==> config.mk <==
export PLATFORM = sky130hd
export DESIGN_NAME = ps2_keycode_source_flat
export DESIGN_NICKNAME = d
export VERILOG_FILES = /design/src/rtl/ps2_keycode_source_pkg.sv /design/src/rtl/ps2_keycode_source_if.sv /design/src/rtl/ps2_keycode_source_lut.sv /design/src/rtl/ps2_keycode_source.sv /design/src/flat_wrapper.sv
export SDC_FILE = /design/constraint.sdc
export NUM_CORES = 1
export LEC_CHECK = 0
export CAP_MARGIN = 20
export CORE_MARGIN = 5
export CORE_UTILIZATION = 65
export CTS_CLUSTER_DIAMETER = 30
export DETAILED_ROUTE_END_ITERATION = 16
export PLACE_DENSITY = 0.81
export SYNTH_ARGS = -nofsm -noshare
export SYNTH_HDL_FRONTEND = slang
export SYNTH_SLANG_ARGS = --single-unit
==> constraint.sdc <==
create_clock -name clk -period 5.5 [get_ports clk]
set_clock_uncertainty 0.15 [all_clocks]
set_input_delay 1.1 -clock clk [delete_from_list [all_inputs] [get_ports clk]]
set_output_delay 1.1 -clock clk [all_outputs]
set_load 0.05 [all_outputs]
==> src/rtl/ps2_keycode_source_pkg.sv <==
// ps2_pkg: shared receiver states and PS/2 constants for the keycode source
package ps2_pkg;
    typedef enum logic [1:0] {IDLE, DATA, PARITY, STOP} rx_state_e;
    localparam logic [7:0] PS2_EXT = 8'hE0;
    localparam logic [7:0] PS2_BRK = 8'hF0;
    localparam int KEY_VALID_BIT = 7;
    localparam logic [15:0] TIMEOUT_DEFAULT = 16'd50000;
endpackage

==> src/rtl/ps2_keycode_source_if.sv <==
// ps2_keycode_source_if: keycode/keystrobe handshake between key producer and consumer
interface ps2_keycode_source_if;
    logic [7:0] keycode;
    logic       keystrobe;
    modport master (output keycode, input keystrobe);
    modport slave (input keycode, output keystrobe);
endinterface

==> src/rtl/ps2_keycode_source_lut.sv <==
// ps2_scancode_lut: set-2 make code to lowercase ASCII (a-z, 0-9, space, arrows); 0 on miss
module ps2_scancode_lut (
    input  logic [7:0] code,
    input  logic       ext,
    output logic [6:0] ascii
);
    // Extended codes only decode the four arrows onto w/s/a/d
    always_comb begin
        ascii = 7'h00;
        if (ext) begin
            case (code)
                8'h75: ascii = 7'h77;
                8'h72: ascii = 7'h73;
                8'h6B: ascii = 7'h61;
                8'h74: ascii = 7'h64;
                default: ;
            endcase
        end else begin
            case (code)
                8'h1C: ascii = 7'h61;
                8'h32: ascii = 7'h62;
                8'h21: ascii = 7'h63;
                8'h23: ascii = 7'h64;
                8'h24: ascii = 7'h65;
                8'h2B: ascii = 7'h66;
                8'h34: ascii = 7'h67;
                8'h33: ascii = 7'h68;
                8'h43: ascii = 7'h69;
                8'h3B: ascii = 7'h6A;
                8'h42: ascii = 7'h6B;
                8'h4B: ascii = 7'h6C;
                8'h3A: ascii = 7'h6D;
                8'h31: ascii = 7'h6E;
                8'h44: ascii = 7'h6F;
                8'h4D: ascii = 7'h70;
                8'h15: ascii = 7'h71;
                8'h2D: ascii = 7'h72;
                8'h1B: ascii = 7'h73;
                8'h2C: ascii = 7'h74;
                8'h3C: ascii = 7'h75;
                8'h2A: ascii = 7'h76;
                8'h1D: ascii = 7'h77;
                8'h22: ascii = 7'h78;
                8'h35: ascii = 7'h79;
                8'h1A: ascii = 7'h7A;
                8'h45: ascii = 7'h30;
                8'h16: ascii = 7'h31;
                8'h1E: ascii = 7'h32;
                8'h26: ascii = 7'h33;
                8'h25: ascii = 7'h34;
                8'h2E: ascii = 7'h35;
                8'h36: ascii = 7'h36;
                8'h3D: ascii = 7'h37;
                8'h3E: ascii = 7'h38;
                8'h46: ascii = 7'h39;
                8'h29: ascii = 7'h20;
                default: ;
            endcase
        end
    end
endmodule

==> src/rtl/ps2_keycode_source.sv <==
// ps2_keycode_source: PS/2 frame receiver, set-2 decoder and key FIFO; define PS2_TYPEMATIC_FILTER_EN to drop auto-repeat makes
module ps2_keycode_source
    import ps2_pkg::*;
#(
    parameter int          FIFO_DEPTH = 4,
    parameter logic [15:0] TIMEOUT    = TIMEOUT_DEFAULT
) (
    input  logic                        clk,
    input  logic                        reset,
    input  logic                        ps2_clk,
    input  logic                        ps2_data,
    ps2_keycode_source_if.master        kbd,
    output logic                        frame_error,
    output logic                        overflow
);
    localparam int AW = $clog2(FIFO_DEPTH);
    localparam int PW = AW + 1;

    logic [1:0]  c_sync_q, d_sync_q;
    logic        c_hist_q, fall, bit_in;
    rx_state_e   state_q, state_d;
    logic [7:0]  shift_q, shift_d;
    logic [2:0]  cnt_q, cnt_d;
    logic        par_q, par_d;
    logic [15:0] wdog_q, wdog_d;
    logic        byte_valid_q, byte_valid_d, rx_err, frame_error_q;
    logic        ext_q, ext_d, brk_q, brk_d, push_q, push_d, same_key;
    logic        is_ext, is_brk;
    logic [6:0]  lut_ascii, push_data_q;
    logic [AW:0] wr_q, wr_d, rd_q, rd_d;
    logic [6:0]  mem_q [FIFO_DEPTH];
    logic [6:0]  head_d;
    logic [7:0]  keycode_q, keycode_d;
    logic        empty, full, pop, push_ok, overflow_q, overflow_d;

    assign fall        = !c_sync_q[1] && c_hist_q;
    assign bit_in      = d_sync_q[1];
    assign frame_error = frame_error_q;
    assign overflow    = overflow_q;
    assign kbd.keycode = keycode_q;

    // Synchronise the raw PS/2 lines; idle-high reset values avoid a false edge
    always_ff @(posedge clk) begin
        if (reset) begin
            c_sync_q <= 2'b11;
            c_hist_q <= 1'b1;
            d_sync_q <= 2'b11;
        end else begin
            c_sync_q <= {c_sync_q[0], ps2_clk};
            c_hist_q <= c_sync_q[1];
            d_sync_q <= {d_sync_q[0], ps2_data};
        end
    end

    // Receiver next state: start/data/parity/stop on PS/2 falling edges, watchdog aborts stalled frames
    always_comb begin
        state_d      = state_q;
        shift_d      = shift_q;
        cnt_d        = cnt_q;
        par_d        = par_q;
        byte_valid_d = 1'b0;
        rx_err       = 1'b0;
        wdog_d       = (fall || state_q == IDLE) ? 16'd0 : wdog_q + 16'd1;
        if (state_q != IDLE && !fall && wdog_q == TIMEOUT) begin
            state_d = IDLE;
            rx_err  = 1'b1;
        end else if (fall) begin
            case (state_q)
                IDLE: begin
                    state_d = bit_in ? IDLE : DATA;
                    rx_err  = bit_in;
                    cnt_d   = 3'd0;
                end
                DATA: begin
                    shift_d = {bit_in, shift_q[7:1]};
                    cnt_d   = cnt_q + 3'd1;
                    state_d = (cnt_q == 3'd7) ? PARITY : DATA;
                end
                PARITY: begin
                    par_d   = bit_in;
                    state_d = STOP;
                end
                STOP: begin
                    state_d      = IDLE;
                    byte_valid_d = bit_in && ^{shift_q, par_q};
                    rx_err       = !(bit_in && ^{shift_q, par_q});
                end
                default: state_d = IDLE;
            endcase
        end
    end

    // Receiver registers
    always_ff @(posedge clk) begin
        if (reset) begin
            state_q       <= IDLE;
            shift_q       <= 8'h00;
            cnt_q         <= 3'd0;
            par_q         <= 1'b0;
            wdog_q        <= 16'd0;
            byte_valid_q  <= 1'b0;
            frame_error_q <= 1'b0;
        end else begin
            state_q       <= state_d;
            shift_q       <= shift_d;
            cnt_q         <= cnt_d;
            par_q         <= par_d;
            wdog_q        <= wdog_d;
            byte_valid_q  <= byte_valid_d;
            frame_error_q <= rx_err;
        end
    end

    ps2_scancode_lut u_lut (
        .code  (shift_q),
        .ext   (ext_q),
        .ascii (lut_ascii)
    );

    assign is_ext = shift_q == PS2_EXT;
    assign is_brk = shift_q == PS2_BRK;

    // Prefix tracking and push decision for each received byte
    always_comb begin
        ext_d  = ext_q;
        brk_d  = brk_q;
        push_d = 1'b0;
        if (byte_valid_q) begin
            if (is_ext) begin
                ext_d = 1'b1;
            end else if (is_brk) begin
                brk_d = 1'b1;
            end else begin
                ext_d  = 1'b0;
                brk_d  = 1'b0;
                push_d = !brk_q && lut_ascii != 7'h00 && !same_key;
            end
        end
    end

    // Decoder registers; the translated key is staged one cycle before the FIFO write
    always_ff @(posedge clk) begin
        if (reset) begin
            ext_q       <= 1'b0;
            brk_q       <= 1'b0;
            push_q      <= 1'b0;
            push_data_q <= 7'h00;
        end else begin
            ext_q       <= ext_d;
            brk_q       <= brk_d;
            push_q      <= push_d;
            push_data_q <= lut_ascii;
        end
    end

`ifdef PS2_TYPEMATIC_FILTER_EN
    logic [7:0] last_code_q, last_code_d;
    logic       last_ext_q, last_ext_d, last_vld_q, last_vld_d;

    assign same_key = last_vld_q && last_code_q == shift_q && last_ext_q == ext_q;

    // Remember the last pushed make; its own break releases it
    always_comb begin
        last_code_d = last_code_q;
        last_ext_d  = last_ext_q;
        last_vld_d  = last_vld_q;
        if (byte_valid_q && !is_ext && !is_brk) begin
            if (brk_q && same_key) begin
                last_vld_d = 1'b0;
            end else if (push_d) begin
                last_code_d = shift_q;
                last_ext_d  = ext_q;
                last_vld_d  = 1'b1;
            end
        end
    end

    // Typematic tracker registers
    always_ff @(posedge clk) begin
        if (reset) begin
            last_code_q <= 8'h00;
            last_ext_q  <= 1'b0;
            last_vld_q  <= 1'b0;
        end else begin
            last_code_q <= last_code_d;
            last_ext_q  <= last_ext_d;
            last_vld_q  <= last_vld_d;
        end
    end
`else
    assign same_key = 1'b0;
`endif

    assign empty   = wr_q == rd_q;
    assign full    = (wr_q[AW] != rd_q[AW]) && (wr_q[AW-1:0] == rd_q[AW-1:0]);
    assign pop     = kbd.keystrobe && !empty;
    assign push_ok = push_q && (!full || pop);

    // FIFO pointers and the registered head; a push landing in the new head slot bypasses memory
    always_comb begin
        wr_d       = wr_q + PW'(push_ok);
        rd_d       = rd_q + PW'(pop);
        head_d     = (push_ok && rd_d == wr_q) ? push_data_q : mem_q[rd_d[AW-1:0]];
        keycode_d  = 8'h00;
        keycode_d[KEY_VALID_BIT] = wr_d != rd_d;
        keycode_d[6:0] = (wr_d != rd_d) ? head_d : 7'h00;
        overflow_d = overflow_q || (push_q && full && !pop);
    end

    // FIFO control registers
    always_ff @(posedge clk) begin
        if (reset) begin
            wr_q       <= '0;
            rd_q       <= '0;
            keycode_q  <= 8'h00;
            overflow_q <= 1'b0;
        end else begin
            wr_q       <= wr_d;
            rd_q       <= rd_d;
            keycode_q  <= keycode_d;
            overflow_q <= overflow_d;
        end
    end

    // FIFO storage
    always_ff @(posedge clk) begin
        if (push_ok) mem_q[wr_q[AW-1:0]] <= push_data_q;
    end
endmodule

==> src/flat_wrapper.sv <==
// flat-port wrapper written by rule: the top's interface ports become plain ports
module ps2_keycode_source_flat import ps2_pkg::*;
#(
    parameter int          FIFO_DEPTH = 4,
    parameter logic [15:0] TIMEOUT    = TIMEOUT_DEFAULT
)
  (clk, reset, ps2_clk, ps2_data, frame_error, overflow, kbd_keycode, kbd_keystrobe);
  ps2_keycode_source_if kbd_i ();
  input  logic clk;
  input  logic reset;
  input  logic ps2_clk;
  input  logic ps2_data;
  output logic frame_error;
  output logic overflow;
  output wire logic [$bits(kbd_i.keycode)-1:0] kbd_keycode;
  input wire logic [$bits(kbd_i.keystrobe)-1:0] kbd_keystrobe;
  assign kbd_keycode = kbd_i.keycode;
  assign kbd_i.keystrobe = kbd_keystrobe;
  ps2_keycode_source #(.FIFO_DEPTH(FIFO_DEPTH), .TIMEOUT(TIMEOUT)) u_core (.clk(clk), .reset(reset), .ps2_clk(ps2_clk), .ps2_data(ps2_data), .kbd(kbd_i), .frame_error(frame_error), .overflow(overflow));
endmodule
==> results of run 1 <==
Yosys cell counts (2+ instances only):
| library cell | n |
|---|---|
| mux2i_1 | 8 |
| a32o_1 | 2 |
| nand3_1 | 16 |
| a22oi_1 | 3 |
| or3_1 | 6 |
| mux4_2 | 7 |
| nor2_1 | 55 |
| nand4b_1 | 2 |
| or2_2 | 6 |
| nor3_1 | 6 |
| and3_1 | 5 |
| nor4bb_1 | 2 |
| buf_2 | 7 |
| o2111ai_1 | 2 |
| nand3b_1 | 5 |
| nand4_1 | 4 |
| nor4_1 | 5 |
| nand2_1 | 38 |
| dfxtp_1 | 62 |
| o32ai_1 | 3 |
| xnor2_1 | 14 |
| inv_1 | 12 |
| or3b_1 | 2 |
| o31ai_1 | 4 |
| a221oi_1 | 3 |
| ha_1 | 12 |
| o22ai_1 | 3 |
| edfxtp_1 | 28 |
| o21ai_0 | 10 |
| a21boi_0 | 3 |
| nor4b_1 | 5 |
| or3b_2 | 2 |
| clkbuf_1 | 17 |
| nor3b_1 | 4 |
| a211oi_1 | 2 |
| xor2_1 | 16 |
| and2_1 | 4 |
| a21oi_1 | 28 |
| nor2b_1 | 11 |
| nand2b_1 | 12 |
| buf_1 | 3 |
path summary, 6_finish.rpt:
path / start / to / slack [ns] / cells after the start
worst max-delay path: kbd_keystrobe / u_core.kbd.keycode[0] / 1.67 / 10
worst min register to register: u_core.d_sync_q[0] / u_core.d_sync_q[1] / 0.26 / 1
worst max register to register: u_core.shift_q[4] / u_core.push_q / 2.24 / 6
worst min-delay path: u_core.d_sync_q[0] / u_core.d_sync_q[1] / 0.26 / 1
power by group through the flow:
stage	Clock, mW	Combinational (mW)	Sequential (mW)
after floorplan	0	0.00773	0.698
after global placement	0	0.0143	0.698
after detailed placement	0	0.0149	0.698
after CTS	0.403	0.0149	0.682
after global routing	0.433	0.0163	0.683
final	0.394	0.0149	0.682
metrics by stage:
stage                     util, %  total power [mW]  setup slack (ns)  instance area, um^2
after floorplan                 -            0.7056             2.168                 4527
after global placement      68.78            0.7120             1.544                 4673
after detailed placement    68.78            0.7127             1.348                 4673
after CTS                   71.31             1.101             1.706                 4845
after global routing        71.45             1.132             1.515                 4855
final                       71.45             1.091             1.674                 4855
critical path, stage by stage:
cell	delay, ns
clkdlybuf4s50_1	0.42
nor4_1	0.34
nand2b_1	0.27
inv_1	0.10
ha_1	0.20
ha_1	0.19
xnor2_1	0.24
xor2_1	0.12
o31ai_1	0.77
nor2_1	0.12
sequential cells by signal (all words and copies together), names as in the netlist, named ones only:
register / cells
u_core.mem_q: 28
u_core.c_hist_q: 1
u_core.kbd.keycode: 8
u_core.shift_q: 8
u_core.par_q: 1
u_core.push_q: 1
u_core.state_q: 1
u_core.brk_q: 1
u_core.push_data_q: 7
u_core.d_sync_q: 2
u_core.wdog_q: 16
u_core.rd_q: 3
u_core.c_sync_q: 2
u_core.byte_valid_q: 1
u_core.wr_q: 3
u_core.ext_q: 1
u_core.frame_error: 1
u_core.overflow: 1
u_core.cnt_q: 3
routing by layer:
| layer | global-route usage [%] | vias up | part of all wire, % |
|---|---|---|---|
| met5 | 0 | - | 0 |
| met4 | 6.593 | 0 | 2.4 |
| met3 | 5.712 | 25 | 7.7 |
| met2 | 36.45 | 162 | 48 |
| met1 | 30.77 | 1634 | 42 |
| li1 | - | 1652 | - |
placed cells by master (no fill, tap or decap), types with 8 or more instances in the layout:
| master | instances |
|---|---|
| clkdlybuf4s50_1 | 14 |
| edfxtp_1 | 28 |
| nor2_1 | 55 |
| nand2b_1 | 12 |
| a21oi_1 | 28 |
| dfxtp_1 | 62 |
| nand3_1 | 16 |
| ha_1 | 12 |
| mux2i_1 | 8 |
| nor2b_1 | 11 |
| nand2_1 | 38 |
| xnor2_1 | 14 |
| clkbuf_8 | 11 |
| xor2_1 | 16 |
| inv_1 | 12 |
| o21ai_0 | 10 |
kinds of logic after synthesis:
family | Yosys count
muxes | 16
adders and majority gates | 12
xor gates and xnor gates | 31
buffers and inverters | 40
DFF | 90
and+or+nand+nor | 196
AOI/OAI and AO/OA | 78
layout make-up:
cell class	instances	area share (%)
Clock buffer	13	3.273
Timing Repair Buffer	17	3.247
Inverter	12	0.9278
Tap cell	96	2.474
Sequential cell	90	42.89
Multi-Input combinational cell	333	46.93
Clock inverter	2	0.2577
==> flow_summary.toml, run 1 <==
[run_status]
status = "finished, final reports clean"

[clock_tree]
cts.repair.resized = 0
post_cts_buffers = 0
tritoncts = "built"
h-tree-depth = 3
clockBufferDepth = 2
clk_pin_slew_ns = 0.08
cts_buffers = 9
cts_hold_buf = 0
cts.sinks = 90
clockRootBuffer = "clkbuf_8"
insertion_delay_ns = 0.34

[die]
die_w_um = 93.45
dieArea_um2 = 8733
fp.dieH_um = 93.45
rows = 30
start_util_pct = 66.63
core_area_um2 = 6794
io_pins = 15

[synthesis]
synthArstFlopShare_pct = 0
synth-xor-area-share_pct = 6.302
synthAdderAreaFrac_pct = 3.317
seq_area_frac_synth_pct = 45.99
syn_area_um2 = 4527
synth_fp_nets = 480
yosys.area_share.simple_pct = 23.13
yosys_warnings = 0
synth_seq_cells = 90
synth_cells = 463
synthMuxAreaShare_pct = 5.500
synth_edf_count = 28
synth_area_leaders = "dfxtp_1 (27%), edfxtp_1 (19%), nor2_1 (4.6%), mux4_2 (3.5%), ha_1 (3.3%)"
yosysUniqueCellTypes = 65
avgSynthCellArea_um2 = 9.777
ys.flop_type = "dfxtp_1"
synth_compound_area_share_pct = 12.08
synth_top_area_cell = "dfxtp_1"
synth_top_family_by_area = "simple AND/OR/NAND/NOR gates"
synth_top_area_share_pct = 27.42

[sta]
min_period_over_period_pct = 69.56
drv_slew = 0
period_minus_slack_ns = 3.826
hold_viol = 0
slew_headroom_pct = 26.34
worst-slew-pin-transition_ns = 1.103
rsz0062_at_grt = "false"
setup_viol = 0
fmax_mhz = 261.4
final.setup.tns_ns = 0
hold_ws_ns = 0.2623

[detailed_routing]
drt_iter0_drc = 405
remaining_drc_errors = 0
via_per_inst = 6.169
ant_nets = 0
wire_per_inst_um = 17.23
first_pass_iters = 5
wirelength_mm = 9.700
vias = 3473

[final_layout]
n_fill_cell = 506
final_cells = 563
area_growth_pct = 7.242
register_area_um2 = 2082
antenna_cells = 0
final_nets = 480
multi_input_area_um2 = 2278
drive_gt1_share_pct = 8.137

[setup_path]
worstPathRequired_ns = 5.54
crit_path_max_fanout = 8
worst_setup_path_end_kind = "register"
arrival_ns = 3.87
path_class = "in -> reg"
critPathLaunchType = "input port"

[global_route]
grt_use_total_pct = 22.83
grt_pass1_vias = 3288
grt_max_degree = 35
grt_overflow_total = 0
grt_pass1_wl_mm = 15.81
antenna_found_initial = 0

[power]
clkPwrFrac_pct = 36.1
p_sw_share_pct = 19.88
switching_power_mw = 0.2169
power_frac_comb_pct = 1.4
powerDensity_nw_per_um2 = 224.8
vdd.ir_drop.worst_uv = 167.7
p_int_mw = 0.8744
p_seq_share_pct = 62.5
p_leak_nw = 1.609

[placement]
dp_hpwl_mm = 6.728
dp.cells = 546
place_congestion = 0.9667
port_buffers = 14

[flow_run]
maxCapViolCount = 0

[hold_path]
min_path_type = "reg -> reg"
No activity file was read; power rests on OpenSTA's default activity.
==> run 2: changes to the inputs <==
--- a/config.mk
+++ b/config.mk
@@ -7,10 +7,10 @@
 export LEC_CHECK = 0
 export CAP_MARGIN = 20
 export CORE_MARGIN = 5
-export CORE_UTILIZATION = 65
+export CORE_UTILIZATION = 61
 export CTS_CLUSTER_DIAMETER = 30
 export DETAILED_ROUTE_END_ITERATION = 16
-export PLACE_DENSITY = 0.81
+export PLACE_DENSITY = 0.76
 export SYNTH_ARGS = -nofsm -noshare
 export SYNTH_HDL_FRONTEND = slang
 export SYNTH_SLANG_ARGS = --single-unit
==> constraint.sdc (replaced) <==
create_clock -name clk -period 3.82 [get_ports clk]
set_clock_uncertainty 0.15 [all_clocks]
set_input_delay 0.764 -clock clk [delete_from_list [all_inputs] [get_ports clk]]
set_output_delay 0.764 -clock clk [all_outputs]
set_load 0.05 [all_outputs]
==> run 2 against run 1 <==
  * Total power is 50% higher
  * Largest power group unchanged
  * Combinational power is 42% higher
  * Critical endpoint is now u_core.kbd.keycode[1]
  * Largest cell class unchanged
  * Sequential power grew 44%
  * Routed wire length fell by 1.2%
  * Critical path type unchanged
  * Final area increased by 1.6%
  * Clock power up 62%
  * Via count down 2.6%
==> flow_summary.toml, run 2 (same netlist as run 1, synthesis figures left out) <==
[sta]
rsz0062_at_grt = "false"
min_period_over_period_pct = 81.34
slew_headroom_pct = 42.23
worst-slew-pin-transition_ns = 0.8653
hold_viol = 0
drv_slew = 0
final.setup.tns_ns = 0
fmax_mhz = 321.8
period_minus_slack_ns = 3.107
setup_viol = 0

[setup_path]
worst_path_max_delay_cell = "nor4_4"
worstRegToRegCells = 9
r2r_slack_ns = 0.83
arrival_ns = 3.23
crit_end = "u_core.kbd.keycode[1]"
path_cells = "clkdlybuf4s50_1 > a21boi_0 > ha_1 > ha_1 > xor2_1 > nor4_4 > mux2i_1 > nor2_1"
critical-path-top-delay-family = "adder cells"
critPathLaunchType = "input port"
critPathLaunch = "kbd_keystrobe"
worstPathRequired_ns = 3.94
slowest_delay_ns = 0.61
cp_num_buf_inv = 1
path_class = "in -> reg"
cp.depth = 8
worst_setup_path_end_kind = "register"
r2r-start = "u_core.wr_q[0]"
crit_path_max_fanout = 10
path_common_cell = "ha_1"
r2r_end = "u_core.kbd.keycode[1]"

[final_layout]
largest_reg_flops = 28
area_growth_pct = 9.010
n_fill_cell = 565
final_cell_area_um2 = 4935
final_cells = 572
mostFrequentLayoutCells = "dfxtp_1 (62), nor2_1 (55), nand2_1 (38)"
register_area_um2 = 2082
final_common_cell = "dfxtp_1"
antenna_cells = 0
final_nets = 485
drive_gt1_share_pct = 9.725
multi_input_area_um2 = 2278

[clock_tree]
clockBufferDepth = 2
cts_hold_buf = 0
h-tree-depth = 3
cts.repair.resized = 0
clk_pin_slew_ns = 0.11
tritoncts = "built"
insertion_delay_ns = 0.36
cts_buffers = 9
clockRootBuffer = "clkbuf_8"
post_cts_buffers = 0
cts.sinks = 90

[die]
dieArea_um2 = 9244
io_pins = 15
fp.dieH_um = 96.15
core_area_um2 = 7253
die_w_um = 96.15
start_util_pct = 62.41
rows = 31

[power]
powerDensity_nw_per_um2 = 332.8
finalPower_mw = 1.642
p_leak_nw = 1.647
vdd.ir_drop.worst_uv = 281.7

[detailed_routing]
via_per_inst = 5.914
vias = 3383
wire_per_inst_um = 16.75
ant_nets = 0
remaining_drc_errors = 0
wirelength_mm = 9.579
first_pass_iters = 4
drt_iter0_drc = 302

[global_route]
antenna_found_initial = 0
grt_use_total_pct = 22.95
grt_overflow_total = 0
grt_max_degree = 27
grt_pass1_vias = 3287
grt_pass1_wl_mm = 16.24

[placement]
dp.cells = 556
place_area_um2 = 4730
dp_hpwl_mm = 6.776
place_congestion = 0.9738
port_buffers = 14

[hold_path]
min_path_type = "reg -> reg"

[run_status]
status = "finished, final reports clean"

[flow_run]
maxCapViolCount = 0
## run 2: report_power, final
part	internal [mW]	switching, mW
clock network	0.260	0.379
logic	0.00815	0.0130
registers	0.981	0.00146
total	1.25	0.394
## run 2: cell type report
cell class                 instances  area share (%)
inverter                          12          0.9128
sequential                        90           42.19
clock buffer                       9           2.510
clock inverter                     7           1.648
timing repair buffer              22           4.057
multi-input combinational        333           46.17
tap                               99           2.510
## run 2: worst min path at each step
stage | cells after the start | start | end | slack (ns)
finish | 1 | u_core.d_sync_q[0] | u_core.d_sync_q[1] | 0.28
global placement | 1 | u_core.d_sync_q[0] | u_core.d_sync_q[1] | 0.25
floorplan | 1 | u_core.c_sync_q[0] | u_core.c_sync_q[1] | 0.24
global route | 1 | u_core.c_sync_q[0] | u_core.c_sync_q[1] | 0.29
detailed placement | 1 | u_core.c_sync_q[0] | u_core.c_sync_q[1] | 0.25
CTS | 1 | u_core.c_sync_q[0] | u_core.c_sync_q[1] | 0.28
## run 2: worst register-to-register path, stage by stage (launching register included)
cell and delay, ns:
dfxtp_1 0.50, xor2_1 0.13, nor2_1 0.12, a21boi_0 0.09, ha_1 0.19, ha_1 0.58
xor2_1 0.19, nor4_4 0.61, mux2i_1 0.30, nor2_1 0.05
## run 2: per-stage QoR
| stage | setup WS [ns] | utilization [%] | hold WS, ns |
|---|---|---|---|
| after CTS | 0.7362 | 68.04 | 0.2831 |
| after global routing | 0.5009 | 68.04 | 0.2861 |
| after global placement | 0.5069 | 65.21 | 0.2473 |
| after detailed placement | 0.3396 | 65.21 | 0.2537 |
| after floorplan | 0.8239 | - | 0.2395 |
| final | 0.7127 | 68.04 | 0.2781 |
## run 2: per-layer routing
| metal | vias up | global-route usage (%) | share of wire (%) |
|---|---|---|---|
| met5 | - | 0 | 0 |
| met4 | 0 | 8.412 | 2.0 |
| met3 | 20 | 4.926 | 6.1 |
| met2 | 105 | 36.63 | 49 |
| met1 | 1584 | 30.67 | 43 |
| li1 | 1674 | - | - |
==> run 3: changes to the inputs <==
--- a/config.mk
+++ b/config.mk
@@ -7,10 +7,10 @@
 export LEC_CHECK = 0
 export CAP_MARGIN = 20
 export CORE_MARGIN = 5
-export CORE_UTILIZATION = 61
+export CORE_UTILIZATION = 55
 export CTS_CLUSTER_DIAMETER = 30
 export DETAILED_ROUTE_END_ITERATION = 16
-export PLACE_DENSITY = 0.76
+export PLACE_DENSITY = 0.73
 export SYNTH_ARGS = -nofsm -noshare
 export SYNTH_HDL_FRONTEND = slang
 export SYNTH_SLANG_ARGS = --single-unit
==> constraint.sdc (replaced) <==
create_clock -name clk -period 2.6 [get_ports clk]
set_clock_uncertainty 0.15 [all_clocks]
set_input_delay 0.52 -clock clk [delete_from_list [all_inputs] [get_ports clk]]
set_output_delay 0.52 -clock clk [all_outputs]
set_load 0.05 [all_outputs]
==> run 3 against run 2 <==
  * Sequential share of layout area down 3.3 points
  * Critical path depth up 2
  * Routed wire length up 6.2%
  * Global-route usage down 2.1 points
  * Via count up 5.0%
  * Hold slack worse by 0.0086 ns
  * Core utilization down 2.0 points
  * Setup slack worse by 0.66 ns
  * Sequential power up 47%
  * Final area up 8.8%
  * Clock power up 42%
  * First-iteration DRC count down 45%
==> flow_summary.toml, run 3 (same netlist as run 1, synthesis figures left out) <==
[run_status]
status = "finished, final reports clean"

[final_layout]
area_growth_pct = 18.57
final_common_cell = "dfxtp_1"
antenna_cells = 0
final_cells = 622
largest_reg_flops = 28
final_nets = 529
drive_gt1_share_pct = 20.31
mostFrequentLayoutCells = "dfxtp_1 (57), nor2_1 (55), buf_4 (50)"
fin_util_pct = 65.99

[global_route]
grt_max_degree = 34
antenna_found_initial = 0
grt_use_total_pct = 20.83
grt_pass1_wl_mm = 16.99
grt_pass1_vias = 3589
grt_overflow_total = 0

[die]
dieArea_um2 = 10140
fp.dieH_um = 100.7
start_util_pct = 55.65
die_w_um = 100.7
core_area_um2 = 8134
rows = 33
io_pins = 15

[setup_path]
r2r_end = "u_core.kbd.keycode[5]"
path_common_cell = "ha_1"
arrival_ns = 2.65
cp_num_buf_inv = 2
slowest_delay_ns = 0.38
path_class = "reg -> reg"
worstRegToRegCells = 10
path_cells = "xnor2_2 > nor4_4 > nand2b_4 > inv_1 > ha_1 > ha_1 > xor2_1 > o31ai_4 > buf_4 > nor2_1"
r2r-start = "u_core.wr_q[2]"
worstPathRequired_ns = 2.70
worst_setup_path_end_kind = "register"
worst_path_max_delay_cell = "dfxtp_2"
critPathLaunchType = "register"
crit_path_max_fanout = 8
critPathLaunch = "u_core.wr_q[2]"
critical-path-top-delay-family = "simple AND/OR/NAND/NOR gates"
r2r_slack_ns = 0.05

[sta]
hold_viol = 0
min_period_over_period_pct = 97.93
fmax_mhz = 392.7
drv_slew = 0
period_minus_slack_ns = 2.546
rsz0062_at_grt = "true"
worst-slew-pin-transition_ns = 0.9910
final.setup.tns_ns = 0
setup_viol = 0
slew_headroom_pct = 33.43

[power]
p_leak_nw = 1.893
powerDensity_nw_per_um2 = 444.1
finalPower_mw = 2.384
vdd.ir_drop.worst_uv = 345.9

[clock_tree]
clockRootBuffer = "clkbuf_8"
cts_hold_buf = 0
h-tree-depth = 3
cts_buffers = 9
insertion_delay_ns = 0.35
clockBufferDepth = 2
tritoncts = "built"
cts.sinks = 90
clk_pin_slew_ns = 0.10

[placement]
dp.cells = 605
port_buffers = 14
place_congestion = 0.9061
dp_hpwl_mm = 7.300

[hold_path]
hold_start = "u_core.d_sync_q[0]"
whs_endpoint = "u_core.d_sync_q[1]"
min_path_type = "reg -> reg"
whs_path_depth = 1

[detailed_routing]
via_per_inst = 5.711
ant_nets = 0
wirelength_mm = 10.17
drt_iter0_drc = 166
first_pass_iters = 5
vias = 3552
remaining_drc_errors = 0
wire_per_inst_um = 16.35

[flow_run]
maxCapViolCount = 0
[run 3: layout make-up]
class                           instances  area (um^2)
Clock buffer                            9        123.9
Sequential cell                        90         2088
Inverter                               12        45.04
Multi-Input combinational cell        333         2364
Fill cell                             647         2766
Timing Repair Buffer                   66        546.8
Tap cell                              105        131.4
Clock inverter                          7        68.82
[run 3: power by group]
| group | switching [mW] | leakage (nW) | internal, mW |
|---|---|---|---|
| clock | 0.536 | 0.0915 | 0.372 |
| sequential | 0.00249 | 0.770 | 1.44 |
| combinational | 0.0198 | 1.03 | 0.0123 |
| total | 0.559 | 1.89 | 1.83 |
[run 3: what timing repair did]
item | 4_1_cts | 5_1_grt
buffers inserted | 1 | 0
setup endpoints to repair | 8 | 10
gates resized for setup | 1 | 16
pin swaps | 1 | 3
[run 3: through the flow]
stage | cell area, um^2 | hold WS (ns) | setup WS, ns
2_1_floorplan | 4542 | 0.2395 | 0.01259
3_3_place_gp | 5086 | 0.2441 | -0.4215
3_5_place_dp | 5086 | 0.2547 | -0.5296
4_1_cts | 5293 | 0.2761 | 0.0004523
5_1_grt | 5368 | 0.3021 | -0.08001
6_report | 5368 | 0.2695 | 0.05372
[run 3: worst max-delay path by stage]
stage / endpoint / cells past startpoint / slack [ns]
after floorplan: u_core.kbd.keycode[0] / 10 / 0.01
after global placement: u_core.kbd.keycode[2] / 10 / -0.42
after global routing: u_core.kbd.keycode[1] / 11 / -0.08
after detailed placement: u_core.kbd.keycode[5] / 10 / -0.53
final: u_core.kbd.keycode[5] / 10 / 0.05
after CTS: u_core.kbd.keycode[5] / 11 / 0.0005
[run 3: worst reg2reg max path: stages (launching register included)]
cell	delay, ns
dfxtp_2	0.38
xnor2_2	0.17
nor4_4	0.31
nand2b_4	0.17
inv_1	0.05
ha_1	0.18
ha_1	0.32
xor2_1	0.21
o31ai_4	0.27
buf_4	0.19
nor2_1	0.06
[run 3: routing by layer]
metal / vias up / track usage (%) / routed length [um]
met1: 1704 / 26.60 / 4554
met2: 77 / 35.24 / 5088
met4: 0 / 7.047 / 144
li1: 1759 / - / -
met3: 12 / 4.083 / 381
met5: - / 0 / 0
